## config.mk

```make
export PLATFORM = sky130hd
export DESIGN_NAME = pc_fetch_unit
export DESIGN_NICKNAME = d
export VERILOG_FILES = /design/src/rtl/pc_fetch_unit.sv
export SDC_FILE = /design/constraint.sdc
export NUM_CORES = 1
export LEC_CHECK = 0
export ABC_AREA = 1
export ABC_CLOCK_PERIOD_IN_PS = 1340
export CAP_MARGIN = 15
export CORE_MARGIN = 3
export CORE_UTILIZATION = 38
export CTS_CLUSTER_DIAMETER = 150
export CTS_CLUSTER_SIZE = 16
export DETAILED_ROUTE_END_ITERATION = 12
export GPL_TIMING_DRIVEN = 0
export PLACE_DENSITY = 0.78
export SLEW_MARGIN = 10
export SYNTH_ARGS = -nofsm -noshare
export SYNTH_HDL_FRONTEND = slang
export SYNTH_SLANG_ARGS = --single-unit
```

## constraint.sdc

```tcl
create_clock -name clk -period 1.34 [get_ports clk]
set_input_delay 0.335 -clock clk [delete_from_list [all_inputs] [get_ports clk]]
set_output_delay 0.335 -clock clk [all_outputs]
set_load 0.005 [all_outputs]
```

## src/rtl/pc_fetch_unit.sv

```systemverilog
// pc_fetch_unit: architectural PC register plus req/ack instruction fetch presenting {inst, pc} to decode.
// Optional PC_ALIGN_CHECK_EN: misaligned npc sets sticky misalign and halts fetch until reset.
module pc_fetch_unit #(
  parameter logic [31:0] RESET_PC = 32'h0000_3000,
  parameter int          CNT_W    = 32
) (
  input  logic             clk,
  input  logic             rst_n,
  input  logic [31:0]      npc,
  output logic [31:0]      pc,
  output logic             imem_req,
  output logic [31:0]      imem_addr,
  input  logic             imem_ack,
  input  logic [31:0]      imem_rdata,
  output logic             inst_valid,
  output logic [31:0]      inst,
  input  logic             inst_ready,
  output logic [CNT_W-1:0] fetch_cnt,
  output logic             misalign
);
`ifdef PC_ALIGN_CHECK_EN
  typedef enum logic [1:0] {S_REQ, S_VALID, S_HALT} state_t;
`else
  typedef enum logic [1:0] {S_REQ, S_VALID} state_t;
`endif
  state_t      state, state_nx;
  logic        take, accept, bad;
  logic [31:0] pc_nx;
  always_comb begin
    take     = state == S_REQ && imem_ack;
    accept   = state == S_VALID && inst_ready;
`ifdef PC_ALIGN_CHECK_EN
    bad      = accept && npc[1:0] != 2'b00;
    pc_nx    = npc;
    state_nx = take ? S_VALID : bad ? S_HALT : accept ? S_REQ : state;
`else
    bad      = 1'b0;
    pc_nx    = npc & 32'hFFFF_FFFC;
    state_nx = take ? S_VALID : accept ? S_REQ : state;
`endif
  end
  // req is gated by rst_n so it drops immediately when reset asserts
  assign imem_req   = rst_n && state == S_REQ;
  assign imem_addr  = pc;
  assign inst_valid = state == S_VALID;
  always_ff @(posedge clk or negedge rst_n) begin
    if (!rst_n) begin
      state     <= S_REQ;
      pc        <= RESET_PC;
      inst      <= 32'h0;
      fetch_cnt <= '0;
    end else begin
      state <= state_nx;
      if (take) inst <= imem_rdata;
      if (accept) begin
        pc        <= pc_nx;
        fetch_cnt <= fetch_cnt + CNT_W'(1);
      end
    end
  end
`ifdef PC_ALIGN_CHECK_EN
  always_ff @(posedge clk or negedge rst_n) begin
    if (!rst_n) misalign <= 1'b0;
    else if (bad) misalign <= 1'b1;
  end
`else
  assign misalign = bad;
`endif
endmodule

```

==> results of run 1 <==
-- flip-flops by register name, summed over array words and instances (netlist names) --
register	count
fetch_cnt	32
imem_addr	30
state	1
inst	32
-- routing by layer --
metal	GRT usage, %	wire length, um	vias to the layer above
met3	5.50	985	22
met4	7.92	294	0
met2	36.8	7200	153
li1	-	-	1954
met1	22.9	4960	1963
met5	0	0	-
-- kinds of logic (layout without fill, tap and decap cells) --
| logic type | after synthesis | after routing | share of synthesized area, % |
|---|---|---|---|
| XOR/XNOR | 15 | 15 | 2.94 |
| multiplexers | 32 | 32 | 8.08 |
| AND/OR/NAND/NOR | 259 | 259 | 25.9 |
| flip-flops | 95 | 95 | 53.3 |
| adder cells (fa/ha/maj) | 1 | 1 | 0.280 |
| other | 1 | 5 | 0.0840 |
| AO/OA/AOI/OAI | 2 | 2 | 0.280 |
| buffers and inverters | 67 | 326 | 9.11 |
-- power groups by stage --
stage	combinational (W)	clock (W)	sequential, W
floorplan	0.00101	0	0.00383
global placement	0.00291	0	0.00382
detailed placement	0.00298	0	0.00386
CTS	0.00303	0.00283	0.00378
global route	0.00344	0.00297	0.00388
finish	0.00318	0.00277	0.00380
-- cell usage in the layout (no fill, tap or decap), types with 15 or more instances in the layout --
cell             instances
dfrtp_1                 92
inv_1                   19
clkbuf_2                16
buf_4                   61
clkdlybuf4s15_1         68
nor2_1                  16
clkdlybuf4s50_1         63
buf_2                   16
nand2_1                164
buf_6                   52
mux2_2                  32
nor2_4                  17
nand2_2                 15
-- how the worst min path moves through the flow --
stage                  startpoint            end  slack (ns)  depth (start not counted)
floorplan                   rst_n   fetch_cnt[0]        0.04                          0
global placement    imem_addr[13]  imem_addr[13]        0.47                          2
detailed placement          rst_n  fetch_cnt[20]        0.40                          1
CTS                         rst_n  fetch_cnt[20]       -0.11                          1
global route                rst_n  fetch_cnt[20]       -0.15                          1
finish                      rst_n  fetch_cnt[20]       -0.16                          1
-- through the flow --
step / hold slack, ns / TNS, ns / total power, W
global placement: 0.468 / -378.41 / 0.00674
floorplan: 0.0394 / 0 / 0.00483
global route: -0.154 / -3.22 / 0.0103
finish: -0.155 / -1.23 / 0.00975
CTS: -0.110 / -0.794 / 0.00964
detailed placement: 0.395 / -35.46 / 0.00683
-- cell usage after synthesis, types with 2 or more instances --
cell,number
nor2_2,4
nand2_4,2
nand4_1,6
buf_4,38
mux2_2,32
xnor2_1,5
nand3b_1,10
nand3_1,7
dfrtp_1,93
nand2_1,180
dfstp_2,2
nor2_4,8
nand2_2,3
nor2_1,32
xor2_1,10
clkbuf_1,3
inv_1,21
and2_1,5
buf_2,3
-- worst register-to-register path: cells and delay by family (launching register included) --
| family | cells | cell delay, ns |
|---|---|---|
| flip-flops | 1 | 0.39 |
| AND/OR/NAND/NOR | 3 | 0.37 |
| buffers and inverters | 2 | 0.27 |
| adder cells (fa/ha/maj) | 1 | 0.21 |
| XOR/XNOR | 1 | 0.11 |
-- timing repair --
item / in CTS / in global routing
setup endpoints to repair: 211 / 152
setup buffers: 47 / 19
resized for setup: 356 / 125
pin swaps: 7 / 18
cloned: 0 / 2
endpoints found under the hold margin: 45 / 45
-- final cells by class --
class	instances	area share, %
Buffer	30	4.13
Clock buffer	11	3.20
Clock inverter	5	1.07
Inverter	22	1.29
Multi-Input combinational cell	314	24.9
Sequential cell	95	31.4
Tap cell	140	2.31
Timing Repair Buffer	258	31.7
==> flow_metrics.env, run 1 <==
export IMPL_status="finished, violations left"
export IMPL_violations="negative hold slack, negative setup slack"
export IMPL_dieArea_um2=13100
export IMPL_crit_end="fetch_cnt[6]"
export IMPL_seqPwrFrac_pct=39.0
export IMPL_slew_viol_final=0
export IMPL_p_sw_share_pct=27.4
export IMPL_critPathMaxStageDelay_ns=0.39
export IMPL_vias=4092
export IMPL_ys_top_cells_by_area="dfrtp_1, nand2_1, mux2_2"
export IMPL_register_area_um2=2380
export IMPL_cp_depth=7
export IMPL_finalHoldViolCount=45
export IMPL_drive_gt1_share_pct=35.6
export IMPL_place_gp_congestion=0.850
export IMPL_grt_max_degree=50
export IMPL_die_x_um=114
export IMPL_timing_rr_end="fetch_cnt[6]"
export IMPL_layout_nets=799
export IMPL_place_area_um2=6590
export IMPL_maxCapViolCount=0
export IMPL_critPathTopFamily="flip-flops"
export IMPL_rows=38
export IMPL_dp_cells=808
export IMPL_ant_nets=0
export IMPL_fillers=867
export IMPL_final_core_utilization_pct=67.8
export IMPL_core_area_um2=11200
export IMPL_synth_seq_area_share_pct=53.3
export IMPL_grt_pass1_vias=4310
export IMPL_min_period_ns=1.47
export IMPL_p_per_area_nw_per_um2=1290
export IMPL_grt_pass1_wl_um=21000
export IMPL_required_ns=1.57
export IMPL_max_freq_ghz=0.680
export IMPL_crit_chain="ha_2 > nand2_2 > nor2_4 > nand3_4 > buf_4 > buf_6 > xnor2_1"
export IMPL_fin_ws_ns=-0.130
export IMPL_grt_usage_pct=20.4
export IMPL_antenna_cells=0
export IMPL_routed_wl_um=13400
export IMPL_viasPerCell=4.68
export IMPL_clk_pin_slew_worst_paths_ns=0.07
export IMPL_drc_errors=0
export IMPL_synthArstFlopShare_pct=100
export IMPL_fin_area_um2=7580
export IMPL_dp_hpwl_um=9220
export IMPL_area_growth_pct=69.8
export IMPL_fin_skew_ns=0.00691
export IMPL_setup_viol=20
export IMPL_hold_class="input pin to asynchronous set/reset pin"
export IMPL_crit_fanout=5
export IMPL_cp_start_kind="flop"
export IMPL_synth_area_leader_cell="dfrtp_1"
export IMPL_cts_root_buffer="clkbuf_16"
export IMPL_multi_input_area_um2=1890
export IMPL_numCtsBuffers=9
export IMPL_critPathBufInv=2
export IMPL_ys_flop_type="dfrtp_1"
export IMPL_synth_seq_cells=95
export IMPL_cts_tree="done"
export IMPL_io_buffers=191
export IMPL_ios=199
export IMPL_arrival_ns=1.70
export IMPL_power_leakage_nw=3.66
export IMPL_pre_cts_ws_ns=-0.606
export IMPL_p_switching_w=0.00267
export IMPL_slowest_stage="dfrtp_1"
export IMPL_clock_sinks=95
export IMPL_ys_types=27
export IMPL_yosysWarnings=0
export IMPL_synth_edff_count=0
export IMPL_rr_worst_depth=7
export IMPL_clk_path_buf_depth=2
export IMPL_synth_cells=472
export IMPL_rr_startpoint="fetch_cnt[0]"
export IMPL_wl_per_cell_um=15.4
export IMPL_rsz0062_at_grt="true"
export IMPL_comb_power_share_pct=32.6
export IMPL_firstDrtPassIters=4
export IMPL_worstSetupPathType="flop to flop"
export IMPL_synthesis_area_um2=4460
export IMPL_die_h_um=114
export IMPL_syn_avg_cell_area_um2=9.45
export IMPL_synth_top_area_share_pct=52.2
export IMPL_drt_iter0_markers=122
export IMPL_holdWs_ns=-0.155
export IMPL_fin_crit_sh_pct=110
export IMPL_layoutNonFillerInstCount=875
export IMPL_antenna_found_initial=0
export IMPL_end_kind="flop"
export IMPL_grt_ovfl_total=0
export IMPL_intPower_w=0.00708
export IMPL_rrSetupSlack_ns=-0.13
export IMPL_start_util_pct=39.9
export IMPL_power_frac_clock_pct=28.4
export IMPL_startpoint="fetch_cnt[0]"
export IMPL_clk_latency_ns=0.34
export IMPL_peakVddDrop_mv=0.901
export IMPL_htreeDepth=3
Power figures use the tool's default switching activity.
==> inputs of run 2 (changes only) <==
- ABC_CLOCK_PERIOD_IN_PS: 1340 -> 1200
- SKIP_CTS_REPAIR_TIMING: not set -> 1
- clock period: 1.34 -> 1.2 ns (I/O delays scaled with it)
==> flow_metrics.env, run 2 (synthesis gave the netlist of run 1 again) <==
export IMPL_numCtsBuffers=9
export IMPL_grt_pass1_vias=3981
export IMPL_rr_worst_depth=7
export IMPL_power_leakage_nw=4.63
export IMPL_grtUsageMet2_pct=34.4
export IMPL_antenna_found_initial=0
export IMPL_firstDrtPassIters=4
export IMPL_required_ns=1.45
export IMPL_min_period_ns=1.49
export IMPL_layout_common_cells="nand2_1, dfrtp_1, buf_4, buf_6, clkbuf_2"
export IMPL_finalHoldViolCount=0
export IMPL_grt_pass1_wl_um=19900
export IMPL_cts_tree="done"
export IMPL_slew_viol_final=0
export IMPL_cp_start_kind="flop"
export IMPL_ant_nets=0
export IMPL_layout_nets=857
export IMPL_wl_per_cell_um=18.3
export IMPL_peakVddDrop_mv=0.837
export IMPL_clk_pin_slew_worst_paths_ns=0.07
export IMPL_clock_sinks=95
export IMPL_drt_iter0_markers=219
export IMPL_viasPerCell=4.89
export IMPL_slowest_stage="dfrtp_1"
export IMPL_die_x_um=114
export IMPL_end_kind="flop"
export IMPL_drive_gt1_share_pct=51.1
export IMPL_fin_ws_ns=-0.293
export IMPL_dp_hpwl_um=9620
export IMPL_routed_wl_um=17000
export IMPL_cts_root_buffer="clkbuf_16"
export IMPL_rows=38
export IMPL_worstSetupPathType="flop to flop"
export IMPL_setup_tns_ns=-18.18
export IMPL_arrival_ns=1.75
export IMPL_top_usage_layer="met2"
export IMPL_status="finished, violations left"
export IMPL_maxCapViolCount=0
export IMPL_holdPathStages=2
export IMPL_antenna_cells=0
export IMPL_maxSlewHeadroom_pct=42.9
export IMPL_holdWs_ns=0.394
export IMPL_final_common_cell="nand2_1"
export IMPL_critPathMaxStageDelay_ns=0.41
export IMPL_vias=4567
export IMPL_clk_latency_ns=0.33
export IMPL_fin_skew_ns=0.00768
export IMPL_htreeDepth=3
export IMPL_grt_usage_pct=19.0
export IMPL_area_growth_pct=92.3
export IMPL_fin_area_um2=8580
export IMPL_p_per_area_nw_per_um2=1420
export IMPL_max_freq_ghz=0.670
export IMPL_dieArea_um2=13100
export IMPL_grtUsageMet1_pct=23.3
export IMPL_die_h_um=114
export IMPL_drc_errors=0
export IMPL_start_util_pct=39.9
export IMPL_place_gp_congestion=0.844
export IMPL_grt_max_degree=56
export IMPL_grt_ovfl_total=0
export IMPL_power_w=0.0122
export IMPL_pre_cts_ws_ns=-0.954
export IMPL_core_area_um2=11200
export IMPL_grt_met3_usage_pct=3.17
export IMPL_rsz0062_at_grt="true"
export IMPL_io_buffers=191
export IMPL_ios=199
export IMPL_crit_fanout=4
export IMPL_place_area_um2=6710
export IMPL_setup_viol=169
export IMPL_tightest_slew_ns=0.854
export IMPL_violations="negative setup slack"
export IMPL_clk_path_buf_depth=2
export IMPL_hold_class="input pin to flop"
export IMPL_crit_chain="ha_2 > nand2_2 > nor2_4 > nand3_4 > buf_4 > nor2_2 > xor2_1"
export IMPL_fin_crit_sh_pct=124
run 2: layout make-up:
class                           count  area (um2)
Buffer                             45         517
Clock buffer                       10         229
Clock inverter                      6         133
Fill cell                         680        2590
Inverter                           22        97.6
Multi-Input combinational cell    315        2180
Sequential cell                    95        2390
Tap cell                          140         175
Timing Repair Buffer              300        2860
run 2: routing by layer:
layer  wire [um]  vias up  share of wire (%)
li1            -     2073                  -
met1        6370     2254                 37
met2        9210      200                 54
met3        1030       40                6.0
met4         422        0                2.5
met5           0        -                  0
run 2: final timing paths:
kind / from / to / slack (ns)
max in group asynchronous: rst_n / fetch_cnt[3] / -0.11
setup / recovery: fetch_cnt[0] / fetch_cnt[14] / -0.29
hold reg to reg: inst[26] / inst[26] / 0.50
hold / removal: inst_ready / state[0] / 0.39
setup reg to reg: fetch_cnt[0] / fetch_cnt[14] / -0.29
min in group asynchronous: rst_n / imem_addr[15] / 0.49
run 2: worst max-delay path: cells and delay by family (launching register included):
kind | cells | cell delay [ns]
buffers and inverters | 1 | 0.17
xor gates and xnor gates | 1 | 0.16
DFF | 1 | 0.41
adders and majority gates | 1 | 0.21
and+or+nand+nor | 4 | 0.47
run 2: per-stage QoR:
stage,cells,util (%)
2_1_floorplan,476,-
3_3_place_gp,807,59.8
3_5_place_dp,808,60.0
4_1_cts,824,63.3
5_1_grt,933,76.8
6_report,933,76.8
run 2: power breakdown:
| part | switching, W | internal (W) | total [W] |
|---|---|---|---|
| Clock | 0.00125 | 0.00225 | 0.00349 |
| Combinational | 0.00162 | 0.00281 | 0.00443 |
| Sequential | 0.000487 | 0.00379 | 0.00428 |
| Total | 0.00336 | 0.00885 | 0.0122 |
==> inputs of run 3 (changes only) <==
- CTS_CLUSTER_SIZE: 16 -> 40
==> results of run 3 <==
Final layout, timing and power as in run 2 (identical DEF).
